--- src/rtl/tank_pkg.sv ---
// Shared types and screen geometry for the tank movement logic.
package tank_pkg;

    typedef enum logic [1:0] {
        UP    = 2'd0,
        RIGHT = 2'd1,
        DOWN  = 2'd2,
        LEFT  = 2'd3
    } dir_t;

    typedef enum logic [1:0] {
        IDLE    = 2'd0,
        TURN    = 2'd1,
        MOVE    = 2'd2,
        BACKOFF = 2'd3
    } state_t;

    typedef struct packed {
        logic vld;
        dir_t dir;
    } key_t;

    localparam int SCREEN_W    = 640;
    localparam int SCREEN_H    = 480;
    localparam int OBJECT_SIZE = 25;

    localparam logic [10:0] MAX_X = 11'(SCREEN_W - OBJECT_SIZE);
    localparam logic [10:0] MAX_Y = 11'(SCREEN_H - OBJECT_SIZE);

    // Up beats right beats down beats left.
    function automatic key_t select_key(input logic up, input logic right,
                                        input logic down, input logic left);
        key_t k;
        k.vld = up | right | down | left;
        if (up)
            k.dir = UP;
        else if (right)
            k.dir = RIGHT;
        else if (down)
            k.dir = DOWN;
        else
            k.dir = LEFT;
        return k;
    endfunction

endpackage

--- src/rtl/tank_fire_timer.sv ---
// Fire key edge detect, one pending shot, and per-frame cooldown.
// fireReq is a one-clk pulse the clk after the granting startOfFrame.
module tank_fire_timer
    import tank_pkg::*;
#(
    parameter int FIRE_COOLDOWN = 30
) (
    input  logic clk,
    input  logic resetN,
    input  logic enable,
    input  logic startOfFrame,
    input  logic keyFire,
    output logic fireReq
);

    localparam int CD_W = (FIRE_COOLDOWN < 1) ? 1 : $clog2(FIRE_COOLDOWN + 1);

    logic            key_q;
    logic            pending;
    logic [CD_W-1:0] cooldown;
    logic            fire_edge;
    logic            cool_zero;
    logic            pend_now;

    assign fire_edge = keyFire & ~key_q;
    assign cool_zero = (cooldown == '0);
    // A press landing on the frame pulse itself still counts for that frame.
    assign pend_now  = pending | (fire_edge & cool_zero);

    always_ff @(posedge clk or negedge resetN) begin
        if (!resetN) begin
            key_q    <= 1'b0;
            pending  <= 1'b0;
            cooldown <= '0;
            fireReq  <= 1'b0;
        end else begin
            fireReq <= 1'b0;
            if (enable) begin
                key_q <= keyFire;
                if (startOfFrame) begin
                    if (pend_now && cool_zero) begin
                        fireReq  <= 1'b1;
                        pending  <= 1'b0;
                        cooldown <= CD_W'(FIRE_COOLDOWN);
                    end else begin
                        pending <= pend_now;
                        if (!cool_zero)
                            cooldown <= cooldown - CD_W'(1);
                    end
                end else if (fire_edge && cool_zero) begin
                    pending <= 1'b1;
                end
            end
        end
    end

endmodule

--- src/rtl/tank_move_controller.sv ---
// Tank FSM and position: turns, steps every STEP_FRAMES frames, clamps to screen,
// and backs off to the previous position on collision. State changes on startOfFrame only.
module tank_move_controller
    import tank_pkg::*;
#(
    parameter logic [10:0] INIT_X        = 11'd100,
    parameter logic [10:0] INIT_Y        = 11'd400,
    parameter logic [1:0]  INIT_DIR      = 2'b00,
    parameter int          STEP_FRAMES   = 2,
    parameter int          FIRE_COOLDOWN = 30
) (
    input  logic        clk,
    input  logic        resetN,
    input  logic        startOfFrame,
    input  logic        enable,
    input  logic        keyUp,
    input  logic        keyRight,
    input  logic        keyDown,
    input  logic        keyLeft,
    input  logic        keyFire,
    input  logic        collision,
    output logic [10:0] topLeftX,
    output logic [10:0] topLeftY,
    output logic [1:0]  tankDir,
    output logic        fireReq,
    output logic        moving
);

    localparam int CNT_W = (STEP_FRAMES < 2) ? 1 : $clog2(STEP_FRAMES);

    state_t          state;
    dir_t            dir;
    logic [10:0]     pos_x;
    logic [10:0]     pos_y;
    logic [10:0]     prev_x;
    logic [10:0]     prev_y;
    logic [10:0]     step_x;
    logic [10:0]     step_y;
    logic [CNT_W-1:0] frame_cnt;
    logic            coll_flag;
    logic            at_step;
    key_t            key;

    assign key      = select_key(keyUp, keyRight, keyDown, keyLeft);
    assign at_step  = (frame_cnt == CNT_W'(STEP_FRAMES - 1));
    assign topLeftX = pos_x;
    assign topLeftY = pos_y;
    assign tankDir  = dir;

    // One-pixel step in the current direction, saturating at the screen edges.
    always_comb begin
        step_x = pos_x;
        step_y = pos_y;
        case (dir)
            UP:      step_y = (pos_y == 11'd0) ? pos_y : pos_y - 11'd1;
            RIGHT:   step_x = (pos_x >= MAX_X) ? pos_x : pos_x + 11'd1;
            DOWN:    step_y = (pos_y >= MAX_Y) ? pos_y : pos_y + 11'd1;
            default: step_x = (pos_x == 11'd0) ? pos_x : pos_x - 11'd1;
        endcase
    end

    always_ff @(posedge clk or negedge resetN) begin
        if (!resetN) begin
            state     <= IDLE;
            dir       <= dir_t'(INIT_DIR);
            pos_x     <= INIT_X;
            pos_y     <= INIT_Y;
            prev_x    <= INIT_X;
            prev_y    <= INIT_Y;
            frame_cnt <= '0;
            coll_flag <= 1'b0;
            moving    <= 1'b0;
        end else if (enable) begin
            if (startOfFrame) begin
                coll_flag <= 1'b0;
                // A collision on the pulse cycle belongs to the frame that is ending.
                if (state != BACKOFF && (coll_flag || collision)) begin
                    pos_x     <= prev_x;
                    pos_y     <= prev_y;
                    frame_cnt <= '0;
                    state     <= BACKOFF;
                    moving    <= 1'b0;
                end else begin
                    case (state)
                        IDLE, TURN: begin
                            if (!key.vld) begin
                                state  <= IDLE;
                                moving <= 1'b0;
                            end else if (key.dir != dir) begin
                                dir    <= key.dir;
                                state  <= TURN;
                                moving <= 1'b0;
                            end else begin
                                state  <= MOVE;
                                moving <= 1'b1;
                            end
                        end
                        MOVE: begin
                            if (!key.vld) begin
                                state     <= IDLE;
                                frame_cnt <= '0;
                                moving    <= 1'b0;
                            end else if (key.dir != dir) begin
                                dir       <= key.dir;
                                state     <= TURN;
                                frame_cnt <= '0;
                                moving    <= 1'b0;
                            end else if (at_step) begin
                                prev_x    <= pos_x;
                                prev_y    <= pos_y;
                                pos_x     <= step_x;
                                pos_y     <= step_y;
                                frame_cnt <= '0;
                            end else begin
                                frame_cnt <= frame_cnt + CNT_W'(1);
                            end
                        end
                        default: begin
                            state  <= IDLE;
                            moving <= 1'b0;
                        end
                    endcase
                end
            end else if (collision) begin
                coll_flag <= 1'b1;
            end
        end
    end

    tank_fire_timer #(
        .FIRE_COOLDOWN(FIRE_COOLDOWN)
    ) u_fire (
        .clk         (clk),
        .resetN      (resetN),
        .enable      (enable),
        .startOfFrame(startOfFrame),
        .keyFire     (keyFire),
        .fireReq     (fireReq)
    );

endmodule

--- config.mk ---
export PLATFORM = sky130hd
export DESIGN_NAME = tank_move_controller
export DESIGN_NICKNAME = d
export VERILOG_FILES = /design/src/rtl/tank_pkg.sv /design/src/rtl/tank_fire_timer.sv /design/src/rtl/tank_move_controller.sv
export SDC_FILE = /design/constraint.sdc
export NUM_CORES = 1
export LEC_CHECK = 0
export BUFFER_PORTS_ARGS = -buffer_cell sky130_fd_sc_hd__buf_2
export CORE_AREA = 2 2 107 68
export CTS_CLUSTER_SIZE = 12
export DETAILED_ROUTE_END_ITERATION = 10
export DIE_AREA = 0 0 109 70
export PLACE_DENSITY = 0.79
export SYNTH_ARGS = -nofsm -noshare
export SYNTH_HDL_FRONTEND = slang
export SYNTH_HIERARCHICAL = 1
export SYNTH_SLANG_ARGS = --single-unit
--- constraint.sdc ---
create_clock -name clk -period 2.9 [get_ports clk]
set_input_delay 0.145 -clock clk [delete_from_list [all_inputs] [get_ports clk]]
set_output_delay 0.145 -clock clk [all_outputs]
set_load 0.02 [all_outputs]
==> parameters.txt <==
Parameter                              Value

Outcome
  Status    finished, violations left
  Violated checks    negative hold slack

Global routing
  Total routing usage reported by global routing    26.7%
  Grt total ovfl    0
  Maximum number of pins on one net before global-route repair    48
  Initial antenna violation count    0
  Vias in the first global route    3164
  First-pass GRT wire length    15700 µm

STA
  Max Clock Skew    9.28 ps
  Shortest clock period the worst path allows after layout    2730 ps
  Setup repair after global routing missed its margin    false
  Final Max Slew Viols    0
  Number of endpoints with negative hold slack in the final report    7
  Ratio of final minimum period to clock period    94.0%
  Worst slew margin relative to its limit    27.3%
  Setup Total Neg Slack    0 ps
  Number of setup violations in the final report    0
  Worst path setup slack after routing    174 ps
  Slew at the pin with the worst max-slew slack    approximately 1100 ps
  WHS    -13.7 ps
  F_max    367 MHz

Drt
  Routed vias    3305
  Total iterations of the first detailed-routing run    5
  Antenna viol nets, final    0
  Number of vias per cell after detailed routing    6.20
  DRC violation total after the first TritonRoute iteration    197
  DRC viols    0
  Average wire length per cell after detail routing    17.7 µm
  Routed Wire Length    9460 µm

Floorplan
  Horizontal extent of the die    ~110 µm
  Number of top-level pins    36
  Placeable Area    slightly below 7000 µm²
  Number of placement rows    24
  Die Y-Extent    about 70 µm
  Starting density of the core    56.6%
  Die outline area    7630 µm²

Clock tree
  Number of clock buffers inserted by TritonCTS    9
  Clock H-tree levels    3
  TritonCTS clock tree    done
  Clock transition at path regs    70 ps
  Clock root cell    sky130_fd_sc_hd__clkbuf_8
  CTS Hold Bufs    0
  Worst-Skew Late Latency    350 ps
  Worst-case clock buffer depth    2
  Clock sinks    59

Synth
  Portion of the post-synthesis area used by sequential elements    approximately two fifths
  Post-synth top area cell    sky130_fd_sc_hd__dfrtp_1
  Cell types with the highest counts after synthesis    47 x sky130_fd_sc_hd__dfrtp_1, 39 x sky130_fd_sc_hd__nand2_1, 23 x sky130_fd_sc_hd__mux2_1, 23 x sky130_fd_sc_hd__nor2_1, 20 x sky130_fd_sc_hd__a21oi_1
  Number of warning messages in the yosys log    6
  Top post-synthesis cells by area    sky130_fd_sc_hd__dfrtp_1 30%, sky130_fd_sc_hd__dfstp_2 8.2%, sky130_fd_sc_hd__mux2_1 6.7%
  Most frequent cell after synthesis    sky130_fd_sc_hd__dfrtp_1
  Avg Cell Area, Syn    slightly below 10 µm²
  Ys flop type    sky130_fd_sc_hd__dfrtp_1
  Number of library cell types mapped by synthesis    66
  Number of enable-type register cells in the synthesized netlist    0
  Top cell type's share of synthesized area    30.5%
  Async S/R FF share, synth    100%
  Gate count of the mapped netlist    ~400
  Post-Syn Nets    421
  Area of the mapped netlist    3860 µm²
  FF+latch count, synth    59

Placement
  Dpl hpwl    6510 µm
  Port Buf Inserts    35
  GPL Wtd Cong    approximately 0.97
  Inst Count DP    about 520
  Place WS    211 ps

Critical path
  Crit path launch type    register
  Crit end category    register
  Required time of the critical path    3120 ps
  Depth of the worst register-to-register path    9
  Data arrival time of the worst path    2950 ps
  Maximum fanout along the worst path    7
  Crit path kind    reg -> reg

Power and ir drop
  Power density over cell area    ~1300 nW/µm²
  Maximum vdd ir drop    ~0.56 mV
  Leakage    ~2 nW

Layout
  Non-Filler Instances    533
  Post-layout util    between 60% and 70%
  Proportion of layout cells with a drive suffix above 1    22.4%
  Filler Cells Inserted    between 500 and 600
  Net count reported at finish    between 400 and 500
  Antenna fix cells    0
  Area growth from synthesis to layout    12.4%

Job
  Number of max-cap violations    0

Worst hold path
  HP Class    in -> async
layer usage:
layer / vias to the layer above / track usage (%) / part of all wire (%)
li1: 1550 / - / -
met1: 1613 / 40.9 / 49
met4: 0 / 8.40 / 1.3
met5: - / 0 / 0
met3: 14 / 6.54 / 6.8
met2: 128 / 36.6 / 43
kinds of logic after synthesis:
kind of cell	after synthesis	synth area share, %
buffers and inverters	28	3.76
AND/OR/NAND/NOR	133	18.0
adder cells (fa/ha/maj)	21	7.20
multiplexers	38	11.5
AO/OA/AOI/OAI	98	17.9
flip-flops	59	38.7
XOR/XNOR	13	2.95
path summary, 6_finish.rpt:
check | endpoint | slack, ps | from
worst max-delay path | topLeftX[10] | 170 | tankDir[0]
worst min-delay path | u_fire/cooldown[4] | -10 | resetN
worst max register to register | topLeftX[10] | 170 | tankDir[0]
worst min register to register | prev_y[2] | 490 | prev_y[2]
max in group asynchronous | topLeftY[8] | 2020 | resetN
min in group clk | u_fire/key_q | 50 | keyFire
registers in the layout (all words and copies together) (netlist names):
name and cells:
u_fire/key_q 1, topLeftY 11, at_step 1, prev_y 11, prev_x 11, coll_flag 1, state 2, topLeftX 11
u_fire/fireReq 1, tankDir 2, u_fire/pending 1, u_fire/cooldown 5, moving 1
cell type report:
| class | count | area (µm²) | area share [%] |
|---|---|---|---|
| Clock inverter | 3 | 15.0 | 0.346 |
| Tap cell | 91 | 114 | 2.63 |
| Clock buffer | 13 | 149 | 3.43 |
| Multi-Input combinational cell | 303 | 2230 | 51.4 |
| Timing Repair Buffer | 49 | 280 | 6.46 |
| Inverter | 15 | 56.3 | 1.30 |
| Sequential cell | 59 | 1490 | 34.4 |
where the power goes:
part | internal (W) | total, W | switching (W) | leakage [nW]
clock | 0.000330 | 0.000665 | 0.000335 | 0.0872
combinational | 0.00138 | 0.00327 | 0.00189 | 1.15
sequential | 0.00113 | 0.00152 | 0.000387 | 0.726
repair_timing:
action	CTS	global route
endpoints found under the setup margin	0	1
setup buffers	0	0
gates resized for setup	0	1
worst max-delay path, cell delays in order, from the launching register on:
cell	delay (ps)
sky130_fd_sc_hd__dfrtp_1	370
sky130_fd_sc_hd__nor2b_2	200
sky130_fd_sc_hd__inv_1	170
sky130_fd_sc_hd__fa_1	450
sky130_fd_sc_hd__a21o_1	190
sky130_fd_sc_hd__a41oi_1	300
sky130_fd_sc_hd__nand3_2	160
sky130_fd_sc_hd__a2111o_1	420
sky130_fd_sc_hd__a311oi_1	270
sky130_fd_sc_hd__nor3b_1	80
cell usage in the layout (no fill, tap or decap), types with 7 or more instances in the layout:
cell	instances
sky130_fd_sc_hd__nor2_1	23
sky130_fd_sc_hd__and3_1	7
sky130_fd_sc_hd__buf_2	35
sky130_fd_sc_hd__nand3_1	8
sky130_fd_sc_hd__inv_1	15
sky130_fd_sc_hd__nand2_1	39
sky130_fd_sc_hd__mux2_1	23
sky130_fd_sc_hd__dfrtp_1	47
sky130_fd_sc_hd__nor3_1	17
sky130_fd_sc_hd__o21ai_0	16
sky130_fd_sc_hd__a31oi_1	13
sky130_fd_sc_hd__a21oi_1	19
sky130_fd_sc_hd__xnor2_1	9
sky130_fd_sc_hd__mux2_2	8
sky130_fd_sc_hd__ha_1	19
sky130_fd_sc_hd__o31ai_1	7
sky130_fd_sc_hd__buf_4	14
sky130_fd_sc_hd__clkbuf_8	10
sky130_fd_sc_hd__dfstp_2	12
through the flow:
stage	power (W)	cell area [µm²]
2_1_floorplan	0.00384	3860
3_3_place_gp	0.00457	4170
3_5_place_dp	0.00469	4170
4_1_cts	0.00540	4330
5_1_grt	0.00586	4340
6_report	0.00546	4340
Power figures use the tool's default switching activity.
